**src/rtl/dmem_access_ctrl.sv**
```systemverilog
// dmem_access_ctrl: sequences one handshaked data-memory transaction per
// MEM-stage load/store. It drives byte enables and lane-replicated store
// data, aligns and extends load data, stalls the pipeline until the access
// retires, and reports misaligned, illegal or timed-out accesses as errors.
module dmem_access_ctrl #(
    parameter int MAX_WAIT = 15
) (
    input  logic        i_clk,
    input  logic        i_rst_n,
    input  logic        i_en_dmem,
    input  logic        i_load_store,
    input  logic [2:0]  i_funct3,
    input  logic [31:0] i_addr,
    input  logic [31:0] i_wdata,
    output logic        o_mem_req,
    output logic        o_mem_we,
    output logic [31:0] o_mem_addr,
    output logic [3:0]  o_mem_be,
    output logic [31:0] o_mem_wdata,
    input  logic        i_mem_ready,
    input  logic [31:0] i_mem_rdata,
    output logic        o_stall,
    output logic        o_done,
    output logic [31:0] o_rdata,
    output logic [1:0]  o_err
);

    localparam int CNT_W = $clog2(MAX_WAIT + 1);
    localparam logic [CNT_W-1:0] CNT_MAX = CNT_W'(MAX_WAIT);

    typedef enum logic [1:0] {IDLE, BUSY, DONE} state_t;

    state_t           state, state_nxt;
    logic [CNT_W-1:0] cnt;
    logic             we_q;
    logic [3:0]       be_q;
    logic [31:0]      addr_q, wdata_q, rdata_q;
    logic [2:0]       f3_q;
    logic [1:0]       off_q, err_q, req_err;
    logic             timeout;

    // Loads accept B/H/W/BU/HU; stores only B/H/W.
    function automatic logic f3_legal(input logic store, input logic [2:0] f3);
        if (store) return (f3 == 3'b000) || (f3 == 3'b001) || (f3 == 3'b010);
        return (f3 == 3'b000) || (f3 == 3'b001) || (f3 == 3'b010) ||
               (f3 == 3'b100) || (f3 == 3'b101);
    endfunction

    function automatic logic misaligned(input logic [2:0] f3, input logic [1:0] off);
        case (f3[1:0])
            2'b01:   return off[0];
            2'b10:   return off != 2'b00;
            default: return 1'b0;
        endcase
    endfunction

    function automatic logic [3:0] lane_be(input logic [2:0] f3, input logic [1:0] off);
        case (f3[1:0])
            2'b00:   return 4'b0001 << off;
            2'b01:   return off[1] ? 4'b1100 : 4'b0011;
            default: return 4'b1111;
        endcase
    endfunction

    function automatic logic [31:0] lane_wdata(input logic [2:0] f3, input logic [31:0] d);
        case (f3[1:0])
            2'b00:   return {4{d[7:0]}};
            2'b01:   return {2{d[15:0]}};
            default: return d;
        endcase
    endfunction

    // Shift the addressed lane down to bit 0, then sign- or zero-extend.
    function automatic logic [31:0] load_extract(input logic [2:0] f3, input logic [1:0] off,
                                                 input logic [31:0] word);
        logic [31:0] s;
        s = word >> {off, 3'b000};
        case (f3)
            3'b000:  return {{24{s[7]}}, s[7:0]};
            3'b001:  return {{16{s[15]}}, s[15:0]};
            3'b100:  return {24'd0, s[7:0]};
            3'b101:  return {16'd0, s[15:0]};
            default: return word;
        endcase
    endfunction

    // Illegal funct3 outranks misalignment.
    always_comb begin
        req_err = 2'd0;
        if (!f3_legal(i_load_store, i_funct3))       req_err = 2'd2;
        else if (misaligned(i_funct3, i_addr[1:0]))  req_err = 2'd1;
    end

    assign timeout = (state == BUSY) && !i_mem_ready && (cnt == CNT_MAX);

    // Next-state and stall decode.
    always_comb begin
        state_nxt = state;
        o_stall   = 1'b0;
        case (state)
            IDLE: if (i_en_dmem) begin
                o_stall   = 1'b1;
                state_nxt = (req_err != 2'd0) ? DONE : BUSY;
            end
            BUSY: begin
                o_stall = 1'b1;
                if (i_mem_ready || timeout) state_nxt = DONE;
            end
            DONE:    state_nxt = IDLE;
            default: state_nxt = IDLE;
        endcase
    end

    // State register.
    always_ff @(posedge i_clk or negedge i_rst_n) begin
        if (!i_rst_n) state <= IDLE;
        else          state <= state_nxt;
    end

    // Wait counter: counts unanswered BUSY cycles, zero everywhere else.
    always_ff @(posedge i_clk or negedge i_rst_n) begin
        if (!i_rst_n)                                   cnt <= '0;
        else if (state == BUSY && state_nxt == BUSY)    cnt <= cnt + 1'b1;
        else                                            cnt <= '0;
    end

    // Latch the request on acceptance so memory outputs stay stable in BUSY.
    always_ff @(posedge i_clk or negedge i_rst_n) begin
        if (!i_rst_n) begin
            we_q    <= 1'b0;
            addr_q  <= '0;
            be_q    <= '0;
            wdata_q <= '0;
            f3_q    <= '0;
            off_q   <= '0;
        end else if (state == IDLE && i_en_dmem && req_err == 2'd0) begin
            we_q    <= i_load_store;
            addr_q  <= {i_addr[31:2], 2'b00};
            be_q    <= lane_be(i_funct3, i_addr[1:0]);
            wdata_q <= lane_wdata(i_funct3, i_wdata);
            f3_q    <= i_funct3;
            off_q   <= i_addr[1:0];
        end
    end

    // Capture the result and error code presented during DONE.
    always_ff @(posedge i_clk or negedge i_rst_n) begin
        if (!i_rst_n) begin
            rdata_q <= '0;
            err_q   <= '0;
        end else if (state == IDLE && i_en_dmem && req_err != 2'd0) begin
            rdata_q <= '0;
            err_q   <= req_err;
        end else if (state == BUSY && i_mem_ready) begin
            rdata_q <= we_q ? 32'd0 : load_extract(f3_q, off_q, i_mem_rdata);
            err_q   <= 2'd0;
        end else if (timeout) begin
            rdata_q <= '0;
            err_q   <= 2'd3;
        end
    end

    assign o_mem_req   = (state == BUSY);
    assign o_mem_we    = (state == BUSY) && we_q;
    assign o_mem_addr  = addr_q;
    assign o_mem_be    = be_q;
    assign o_mem_wdata = wdata_q;
    assign o_done      = (state == DONE);
    assign o_rdata     = rdata_q;
    assign o_err       = err_q;

endmodule

```
**config.mk**
```make
export PLATFORM = sky130hd
export DESIGN_NAME = dmem_access_ctrl
export DESIGN_NICKNAME = d
export VERILOG_FILES = /design/src/rtl/dmem_access_ctrl.sv
export SDC_FILE = /design/constraint.sdc
export NUM_CORES = 1
export LEC_CHECK = 0
export ABC_AREA = 1
export CELL_PAD_IN_SITES_DETAIL_PLACEMENT = 0
export CELL_PAD_IN_SITES_GLOBAL_PLACEMENT = 1
export CORE_UTILIZATION = 33
export CTS_CLUSTER_DIAMETER = 120
export DETAILED_ROUTE_END_ITERATION = 6
export GPL_TIMING_DRIVEN = 0
export PLACE_DENSITY = 0.9
export RECOVER_POWER = 100
export SETUP_SLACK_MARGIN = 0.15
export SKIP_LAST_GASP = 1
export SLEW_MARGIN = 20
export SYNTH_ARGS = -nofsm -noshare
export SYNTH_HDL_FRONTEND = slang
export SYNTH_SLANG_ARGS = --single-unit
```
**constraint.sdc**
```tcl
create_clock -name i_clk -period 3.4 [get_ports i_clk]
set_clock_uncertainty 0.15 [all_clocks]
set_input_delay 0.34 -clock i_clk [delete_from_list [all_inputs] [get_ports i_clk]]
set_output_delay 0.34 -clock i_clk [all_outputs]
set_load 0.02 [all_outputs]
```
==> results of run 1 <==
## worst max-delay path: cells and delay by family
family,cells,cell delay (ns)
buffers and inverters,5,1.58
AND/OR/NAND/NOR,5,0.55
AO/OA/AOI/OAI,1,0.19
adder cells (fa/ha/maj),1,0.14
## cells in the final DEF, fill, tap and decap left out, types with 2 or more instances in the layout
cell               n
o21ai_0           45
nand2_1          333
clkdlybuf4s50_1  101
nor2_1            53
clkinvlp_4         2
o211ai_1           7
buf_6              5
inv_2              3
inv_1             28
inv_8              2
buf_4              8
nor3_1             2
nand3_1           68
conb_1             2
dfrtp_1          112
buf_2             10
a21oi_1           26
ha_1               4
clkbuf_1          18
dlygate4sd3_1    106
clkbuf_16          9
bufinv_16          2
## sequential cells by signal, summed over array words and instances, names as in the netlist
name / flops
cnt: 4
f3_q: 3
o_err: 2
o_mem_addr: 30
o_mem_be: 4
o_mem_wdata: 32
o_rdata: 32
off_q: 2
state: 2
we_q: 1
## cell families (layout without fill, tap and decap cells)
group           Yosys count  count (layout)  share of synthesized area, %
other cells               1               3                       0.06822
flops                   112             112                         50.99
compound gates           80              80                         7.694
fa+ha+maj                 4               4                        0.9106
xor+xnor                  1               1                        0.1594
buf+inv                  72             297                         6.442
simple gates            461             461                         33.74
## power by group
part           total, mW  switching, mW  internal, mW
Clock               1.19          0.537         0.656
Sequential          2.03          0.250          1.78
Combinational       2.65           1.58          1.07
## stage by stage
| stage | area, um^2 | std cells | hold WS (ns) | TNS [ns] |
|---|---|---|---|---|
| after floorplan | 5500 | 732 | -0.1056 | 0 |
| after global placement | 7843 | 1155 | 0.3019 | -300.25 |
| after detailed placement | 7871 | 1156 | 0.1308 | 0 |
| after CTS | 8209 | 1173 | 0.3158 | 0 |
| after global routing | 8192 | 1173 | 0.3313 | 0 |
| final | 8194 | 1174 | 0.3005 | 0 |
## timing repair
item	CTS	global route
endpoints found under the hold margin	40	0
buffers inserted	0	0
hold buffers	1	0
gates resized for setup	0	0
## worst paths after layout
| kind | depth (start not counted) | slack [ns] | to | start |
|---|---|---|---|---|
| hold reg to reg | 1 | 0.31 | cnt[0]$_DFF_PN0_ | cnt[0]$_DFF_PN0_ |
| min in group i_clk | 1 | 0.31 | cnt[0]$_DFF_PN0_ | cnt[0]$_DFF_PN0_ |
| setup reg to reg | 7 | 1.23 | o_rdata[15]$_DFFE_PN0P_ | cnt[0]$_DFF_PN0_ |
| max in group asynchronous | 3 | 2.11 | o_mem_addr[3]$_DFFE_PN0P_ | i_rst_n |
| setup / recovery | 12 | 0.74 | o_mem_addr[9]$_DFFE_PN0P_ | i_funct3[1] |
| hold / removal | 2 | 0.30 | o_rdata[0]$_DFFE_PN0P_ | i_rst_n |
## final cells by class
cell class | instances | area, um^2
multi-input combinational | 548 | 2337
timing repair buffer | 209 | 2111
tap | 216 | 270.3
buffer | 41 | 226.5
sequential | 112 | 2803
antenna | 1 | 2.502
inverter | 31 | 116.4
fill | 1595 | 7864
clock buffer | 9 | 225.2
clock inverter | 7 | 102.6
## routing by layer
metal,vias up,routed length (um),share of wire (%),track usage (%)
li1,2755,-,-,-
met1,2509,7503,42,26.37
met2,243,7962,45,33.86
met3,21,1869,11,6.899
met4,0,352,2.0,8.452
met5,-,0,0,0
==> results.md, run 1 <==
- Drt drc: 0
- Total leakage power: 4.274 nW
- Clk buf depth: 2
- Share of cells above drive strength 1: 5.016%
- Initial DRT Pass Iterations: 5
- Slowest cell on crit path: dlygate4sd3_1
- Final Core Density: 51.03%
- Min cycle time layout: 2.657 ns
- # rows: 46
- Seq cells post-synth: 112
- First-pass GRT wire length: 27.55 mm
- Final GP Congestion: 0.8748
- Yosys top cell area share: 50.99%
- Num CTS Buffers: 9
- CP startpoint kind: input port
- RSZ-0062 raised after global routing: no
- CP Capture Type: flip-flop
- CP most frequent cell: nand2_1
- Post-synth ARST share: 100.0%
- Antenna Nets Post-Route: 0
- Max FO, Critical Path: 10
- Vias in the first global route: 5271
- GRT overflow: 0
- Area delta synth->final: 49.08%
- WP data required: 3.55 ns
- Drt initial violations: 264
- Instance count of the mapped netlist: 731
- Setup ws final: 0.7433 ns
- Largest area contributor in the synthesized netlist: dfrtp_1
- Synth top area cells: dfrtp_1, nand2_1, nand3_1
- Initial antenna violation count: 1
- Max Cap Viol: 0
- Final hold vios: 0
- Mapped Area: 5497 um^2
- Maximum vdd drop: 0.0003922 V
- Root buf cell: clkbuf_16
- Final setup viols: 0
- Final wirelength: 17.69 mm
- Outcome: complete, no violations
- Post-synth EDFFs: 0
- Crit path DAT: 2.80 ns
- Final net count: 1060
- Via Count: 5528
- Die Y: 131.1 um
- Max Freq: 0.3764 GHz
- Sink Count: 112
- Largest net degree at the start of global routing: 73
- WL per Instance: 15.07 um
- Core ar.: 16060 um^2
- Slowest stage delay, CP: 0.58 ns
- Syn avg cell area: 7.519 um^2
- CTS tree: yes
- Max Slew Vio Count: 0
- Starting Density: 34.23%
- Sequential cell area fraction in the yosys report: 50.99%
- Commonest cells post-synth: nand2_1, dfrtp_1, nand3_1
- Total track usage: 21.16%
- Crit-path cells: dlygate4sd3_1 -> inv_1 -> ha_1 -> buf_4 -> nor2_4 -> a21oi_1 -> nand2_1 -> nor2_1 -> clkbuf_1 -> buf_4 -> nand2_1 -> nand2_1
- Vias per cell: 4.709
- PwrDens: 716.6 nW/um^2
- Max transition margin: 45.10%
- Total die area: 17180 um^2
- Synth Flop Type: dfrtp_1
- Worst hold path class: in2async
- Setup CP Type: in2reg
- Dominant cell by count in the synthesized netlist: nand2_1
- Worst slew pin tran: 0.8196 ns
- Clock insertion delay at the later pin of the skew report: 0.36 ns
- IO Port Bufs: 207
- Die extent in x: 131.1 um
- Synth warn: 0
- Detailed Place HPWL: 13.35 mm
- Final Power: 5.872 mW
- H-tree Lvls: 3
- Dpl ws: 0.6884 ns
- Clock slew at reported path FFs: 0.08 ns
- Crit share post-route: 78.14%
- Unique masters post-synth: 27
- IO Pins: 210
(Power assumes the default switching activity.)
==> run 2, diff against run 1 <==
--- a/config.mk
+++ b/config.mk
@@ -8,11 +8,11 @@
 export ABC_AREA = 1
 export CELL_PAD_IN_SITES_DETAIL_PLACEMENT = 0
 export CELL_PAD_IN_SITES_GLOBAL_PLACEMENT = 1
-export CORE_UTILIZATION = 33
+export CORE_UTILIZATION = 28
 export CTS_CLUSTER_DIAMETER = 120
 export DETAILED_ROUTE_END_ITERATION = 6
 export GPL_TIMING_DRIVEN = 0
-export PLACE_DENSITY = 0.9
+export PLACE_DENSITY = 0.82
 export RECOVER_POWER = 100
 export SETUP_SLACK_MARGIN = 0.15
 export SKIP_LAST_GASP = 1
==> constraint.sdc (replaced) <==
create_clock -name i_clk -period 2.2 [get_ports i_clk]
set_clock_uncertainty 0.15 [all_clocks]
set_input_delay 0.22 -clock i_clk [delete_from_list [all_inputs] [get_ports i_clk]]
set_output_delay 0.22 -clock i_clk [all_outputs]
set_load 0.02 [all_outputs]
==> run 2 against run 1 <==
Net effect:
- sequential share of layout area decreased by 0.24 points
- clock power increased by 45%
- sequential power increased by 54%
- critical endpoint is now o_rdata[13]$_DFFE_PN0P_
- flip-flop and latch count unchanged
- via count decreased by 1.4%
- first-iteration DRC count increased by 14%
- worst setup slack got worse by 0.55 ns
- utilization decreased by 7.5 points
- hold slack got worse by 0.14 ns
- critical path depth decreased by 1
- die area increased by 18%
- clock-buffer cell count increased by 1
==> results.md, run 2 (synthesized netlist as in run 1, its figures left out) <==
- Clk buf depth: 2 (unchanged)
- Reg2reg setup slack: 0.28 ns (was 1.23 ns)
- RSZ-0062 raised after global routing: no (unchanged)
- Starting Density: 29.00% (was 34.23%)
- Crit-path cells: clkdlybuf4s50_1 -> inv_2 -> ha_1 -> buf_6 -> nor2_4 -> a21oi_2 -> nand2_1 -> nand2_2 -> clkbuf_2 -> nand3_1 -> nand2_1 (was dlygate4sd3_1 -> inv_1 -> ha_1 -> buf_4 -> nor2_4 -> a21oi_1 -> nand2_1 -> nor2_1 -> clkbuf_1 -> buf_4 -> nand2_1 -> nand2_1)
- Die extent in x: 142.1 um (was 131.1 um)
- Setup_tns: 0 ns (unchanged)
- Core ar.: 18960 um^2 (was 16060 um^2)
- GRT overflow: 0 (unchanged)
- RR Startpoint: cnt[0]$_DFF_PN0_ (unchanged)
- Setup ws final: 0.1950 ns (was 0.7433 ns)
- Slowest stage delay, CP: 0.50 ns (was 0.58 ns)
- R2r endpoint: o_rdata[2]$_DFFE_PN0P_ (was o_rdata[15]$_DFFE_PN0P_)
- Initial antenna violation count: 1 (unchanged)
- Drt initial violations: 301 (was 264)
- Worst r2r path cells: 7 (unchanged)
- Non-filler instance count after layout: 1218 (was 1174)
- Min cycle time layout: 2.005 ns
- Hold endpoint: f3_q[1]$_DFFE_PN0P_
- Largest net degree at the start of global routing: 75 (was 73)
- Sink Count: 112 (unchanged)
- Dpl ws: -0.3929 ns (was 0.6884 ns)
- # rows: 50 (was 46)
- Max Cap Viol: 0 (unchanged)
- Multi-input gate area in the final layout: 2357 um^2 (was 2337 um^2)
- Final GP Congestion: 0.8456 (was 0.8748)
- Root buf cell: clkbuf_16 (unchanged)
- Die Y: 142.1 um (was 131.1 um)
- Final net count: 1061 (was 1060)
- Vias in the first global route: 5340 (was 5271)
- Max transition margin: 31.86% (was 45.10%)
- Worst slew pin tran: 1.022 ns (was 0.8196 ns)
- Max Slew Vio Count: 0 (unchanged)
- Final wirelength: 18.27 mm (was 17.69 mm)
- Total die area: 20200 um^2 (was 17180 um^2)
- WL per Instance: 15.00 um (was 15.07 um)
- Slowest cell on crit path: clkdlybuf4s50_1 (was dlygate4sd3_1)
- Hold Slack: 0.1649 ns (was 0.3005 ns)
- Most common cell after layout, fill and taps aside: nand2_1 (unchanged)
- Most frequent cells in the layout: nand2_1, dfrtp_1, dlygate4sd3_1 (unchanged)
- Num CTS Buffers: 9 (unchanged)
- Detailed Place HPWL: 13.76 mm (was 13.35 mm)
- Antenna Nets Post-Route: 0 (unchanged)
- CTS tree: yes (unchanged)
- Final Cell Area: 8253 um^2 (was 8194 um^2)
- Final setup viols: 0 (unchanged)
- Clock insertion delay at the later pin of the skew report: 0.35 ns (was 0.36 ns)
- Max Freq: 0.4987 GHz
- IO Pins: 210 (unchanged)
- Drt drc: 0 (unchanged)
- IO Port Bufs: 207 (unchanged)
- Clock slew at reported path FFs: 0.07 ns (was 0.08 ns)
- Max FO, Critical Path: 10 (unchanged)
- PwrDens: 1088 nW/um^2 (was 716.6 nW/um^2)
- Filler Cells Inserted: 1928 (was 1595)
- WP data required: 2.29 ns (was 3.55 ns)
- Total leakage power: 4.280 nW (was 4.274 nW)
- Via Count: 5450 (was 5528)
- CP startpoint kind: input port (unchanged)
- Highest routed layer: met5 (was met4)
- First-pass GRT wire length: 28.78 mm (was 27.55 mm)
- ANT cells: 0 (was 1)
- Total track usage: 18.41% (was 21.16%)
- Cells on Worst Hold Path: 3
- Share of cells above drive strength 1: 6.576% (was 5.016%)
- Crit path DAT: 2.10 ns (was 2.80 ns)
- Setup CP Type: in2reg (unchanged)
- # placed instances: 1200 (was 1156)
- Worst hold path class: in2reg (was in2async)
- M1 wire length: 8.029 mm (was 7.503 mm)
- Outcome: complete, no violations (unchanged)
- CP most frequent cell: nand2_1 (unchanged)
- Area after DPL: 7926 um^2 (was 7871 um^2)
- Hold_sp: i_funct3[1]
- Final hold vios: 0 (unchanged)
- Register area: 2803 um^2 (unchanged)
- Area delta synth->final: 50.15% (was 49.08%)
- Crit share post-route: 91.14%
- Vias per cell: 4.475 (was 4.709)
- WL met3: 1.727 mm (was 1.869 mm)
- CP Capture Type: flip-flop (unchanged)
- Maximum vdd drop: 0.0004860 V (was 0.0003922 V)
- Initial DRT Pass Iterations: 5 (unchanged)
- H-tree Lvls: 3 (unchanged)
- Routed wl met2: 8.198 mm (was 7.962 mm)
[run 2: final cells by class]
type / instances / area share, %
Tap cell: 260 / 3.942
Multi-Input combinational cell: 548 / 28.56
Sequential cell: 112 / 33.96
Clock buffer: 10 / 2.774
Timing Repair Buffer: 210 / 25.35
Buffer: 41 / 3.093
Clock inverter: 6 / 0.9096
Inverter: 31 / 1.410
[run 2: through the flow]
step	utilization [%]	power, mW
finish	43.54	8.983
global route	43.54	9.594
CTS	43.61	9.351
detailed placement	41.82	7.578
global placement	41.66	7.563
floorplan	-	5.437
[run 2: worst max-delay path by stage]
stage | from | to | slack [ns] | cells past startpoint
detailed placement | i_funct3[1] | o_mem_wdata[26]$_DFFE_PN0P_ | -0.39 | 11
CTS | state[0]$_DFF_PN0_ | o_stall | 0.14 | 4
global route | i_funct3[0] | o_rdata[13]$_DFFE_PN0P_ | 0.08 | 11
floorplan | i_funct3[0] | o_mem_addr[12]$_DFFE_PN0P_ | 0.53 | 12
global placement | i_rst_n | o_mem_addr[13]$_DFFE_PN0P_ | -3.88 | 1
finish | i_funct3[0] | o_rdata[13]$_DFFE_PN0P_ | 0.19 | 11
[run 2: power breakdown]
group          internal (mW)  switching, mW
clock                  0.903          0.827
sequential              2.75          0.375
combinational           1.66           2.47
total                   5.31           3.67
[run 2: per-layer routing]
metal  vias up  track usage, %
li1       2751               -
met1      2463           23.74
met2       210           28.95
met3        24           5.855
met4         2           6.395
met5         -               0
[run 2: what timing repair did]
action / CTS / global route
pin swaps: 2 / 2
hold buffers: 1 / 0
endpoints found under the hold margin: 38 / 0
resized for setup: 7 / 10
setup buffers: 1 / 0
setup endpoints to repair: 73 / 57
[run 2: worst max-delay path, delay by kind of cell]
kind,cells,cell delay (ns)
adders and majority gates,1,0.21
and+or+nand+nor,5,0.63
AOI/OAI and AO/OA,1,0.07
buffers and inverters,4,0.95
==> RTL edit (settings of run 2) <==
The parameter `MAX_WAIT` goes from 15 to 16.
--- a/src/rtl/dmem_access_ctrl.sv
+++ b/src/rtl/dmem_access_ctrl.sv
@@ -5,3 +5,3 @@
 module dmem_access_ctrl #(
-    parameter int MAX_WAIT = 15
+    parameter int MAX_WAIT = 16
 ) (
Check against the original RTL: no difference found for any inputs over 4 cycles, from zero or initial values and one cycle with i_rst_n low; that may be too few to reach the edited logic, so the function may still have changed.
==> RTL edit against run 2 <==
- synthesized cell count grew 1.5%
- sequential cell count grew 1
- largest power group unchanged
- critical path type is now register to primary output
- combinational power grew 2%
- non-clock buffer count shrank 1
- highest routed layer is now met4
- worst setup slack lost 0.014 ns
- synthesized area grew 2.5%
- via count grew 2.3%
- power grew 12%
- design area grew 5.0%
- routed wire length grew 1.7%
==> RTL edit: results (changes against run 2) <==
metric	value	unit	change
status	finished clean		
wl_met1	8100	microns	+0.88%
wl_per_cell	14.89	microns	-0.72%
synthAdderAreaFrac	0.01110		+0.001996
met2_length	8593	microns	+4.8%
synthTopCellsByArea	dfrtp_1, nand2_1, nand3_1		
arrival	1.65	ns	-0.45 ns
num_vias	5576		+2.3%
ys_types	29		+7.4%
clkTransAtPathRegs	0.06	ns	
r2r-end	o_rdata[7]		
htree_levels	4		+1
rr_worst_depth	10		+3
grt_usage	0.1861		+0.001940
wl_met3	1628	microns	-5.7%
place.gp.congestion	0.8961		+6.0%
p_switching	0.003853	W	+5.0%
placed_cells	1216		+1.3%
r2r_slack	0.33	ns	+0.05 ns
antenna_found_initial	0		-1
highest_layer	met4		
critPathMaxFanout	5		-5
met3_usage	0.06398		+0.005432
dr.pass1.iters	5		unchanged
synth.avg_cell_area	7.595	sq um	+1.0%
postRouteWirelength	18590	microns	+1.7%
min_from	i_addr[10]		
cp-startpoint	state[1]		
slew_headroom	0.2718		-0.04679
clk_latency	0.41	ns	+0.06 ns
synthTopCellsByCount	nand2_1, dfrtp_1, nand3_1		
preCtsSetupSlack	-0.4304	ns	-0.03755 ns
finalHoldWorstSlack	0.1893	ns	+0.02442 ns
cts_setup_buffers	0		-1
layout.nets	1081		+1.9%
hold_end	o_mem_addr[10]		
cts_buffers	17		+8
dp_hpwl	13800	microns	+0.32%
synth-compound-area-share	0.08659		+0.009649
place_area	8071	sq um	+1.8%
drt_iter0_drc	283		-6.0%
grt_pass1_vias	5491		+2.8%
grt_pass1_wl	29040	microns	+0.89%
worst_ir_drop_vdd	0.5336	mV	+9.8%
leakage	4.500	nW	+5.1%
## RTL edit: cell count changes after synthesis, sizes merged, moves of 6 or more
| cell | run 2 | this run |
|---|---|---|
| inv | 31 | 57 |
| o21ai | 46 | 52 |
| nand3 | 69 | 61 |
| nor2 | 55 | 29 |
| nand4 | 0 | 6 |
| a21oi | 26 | 32 |
## RTL edit: worst max-delay path: stages, from the launching register on
cell           delay, ns
dfrtp_1             0.40
nor2_4              0.16
dlygate4sd3_1       0.69
## RTL edit: layout make-up
cell class	count	area, sq um
Multi-Input combinational cell	533	2367
Clock inverter	10	113.9
Clock buffer	20	446.7
Timing Repair Buffer	210	2110
Inverter	57	216.5
Buffer	40	254.0
Tap cell	265	331.6
Fill cell	2056	10920
Sequential cell	113	2828
## RTL edit: power groups by stage
stage	clock network, W	logic, W	registers (W)
floorplan	0	0.00153	0.00403
global placement	0	0.00444	0.00325
detailed placement	0	0.00447	0.00325
CTS	0.00271	0.00449	0.00324
global route	0.00279	0.00461	0.00330
finish	0.00264	0.00420	0.00320
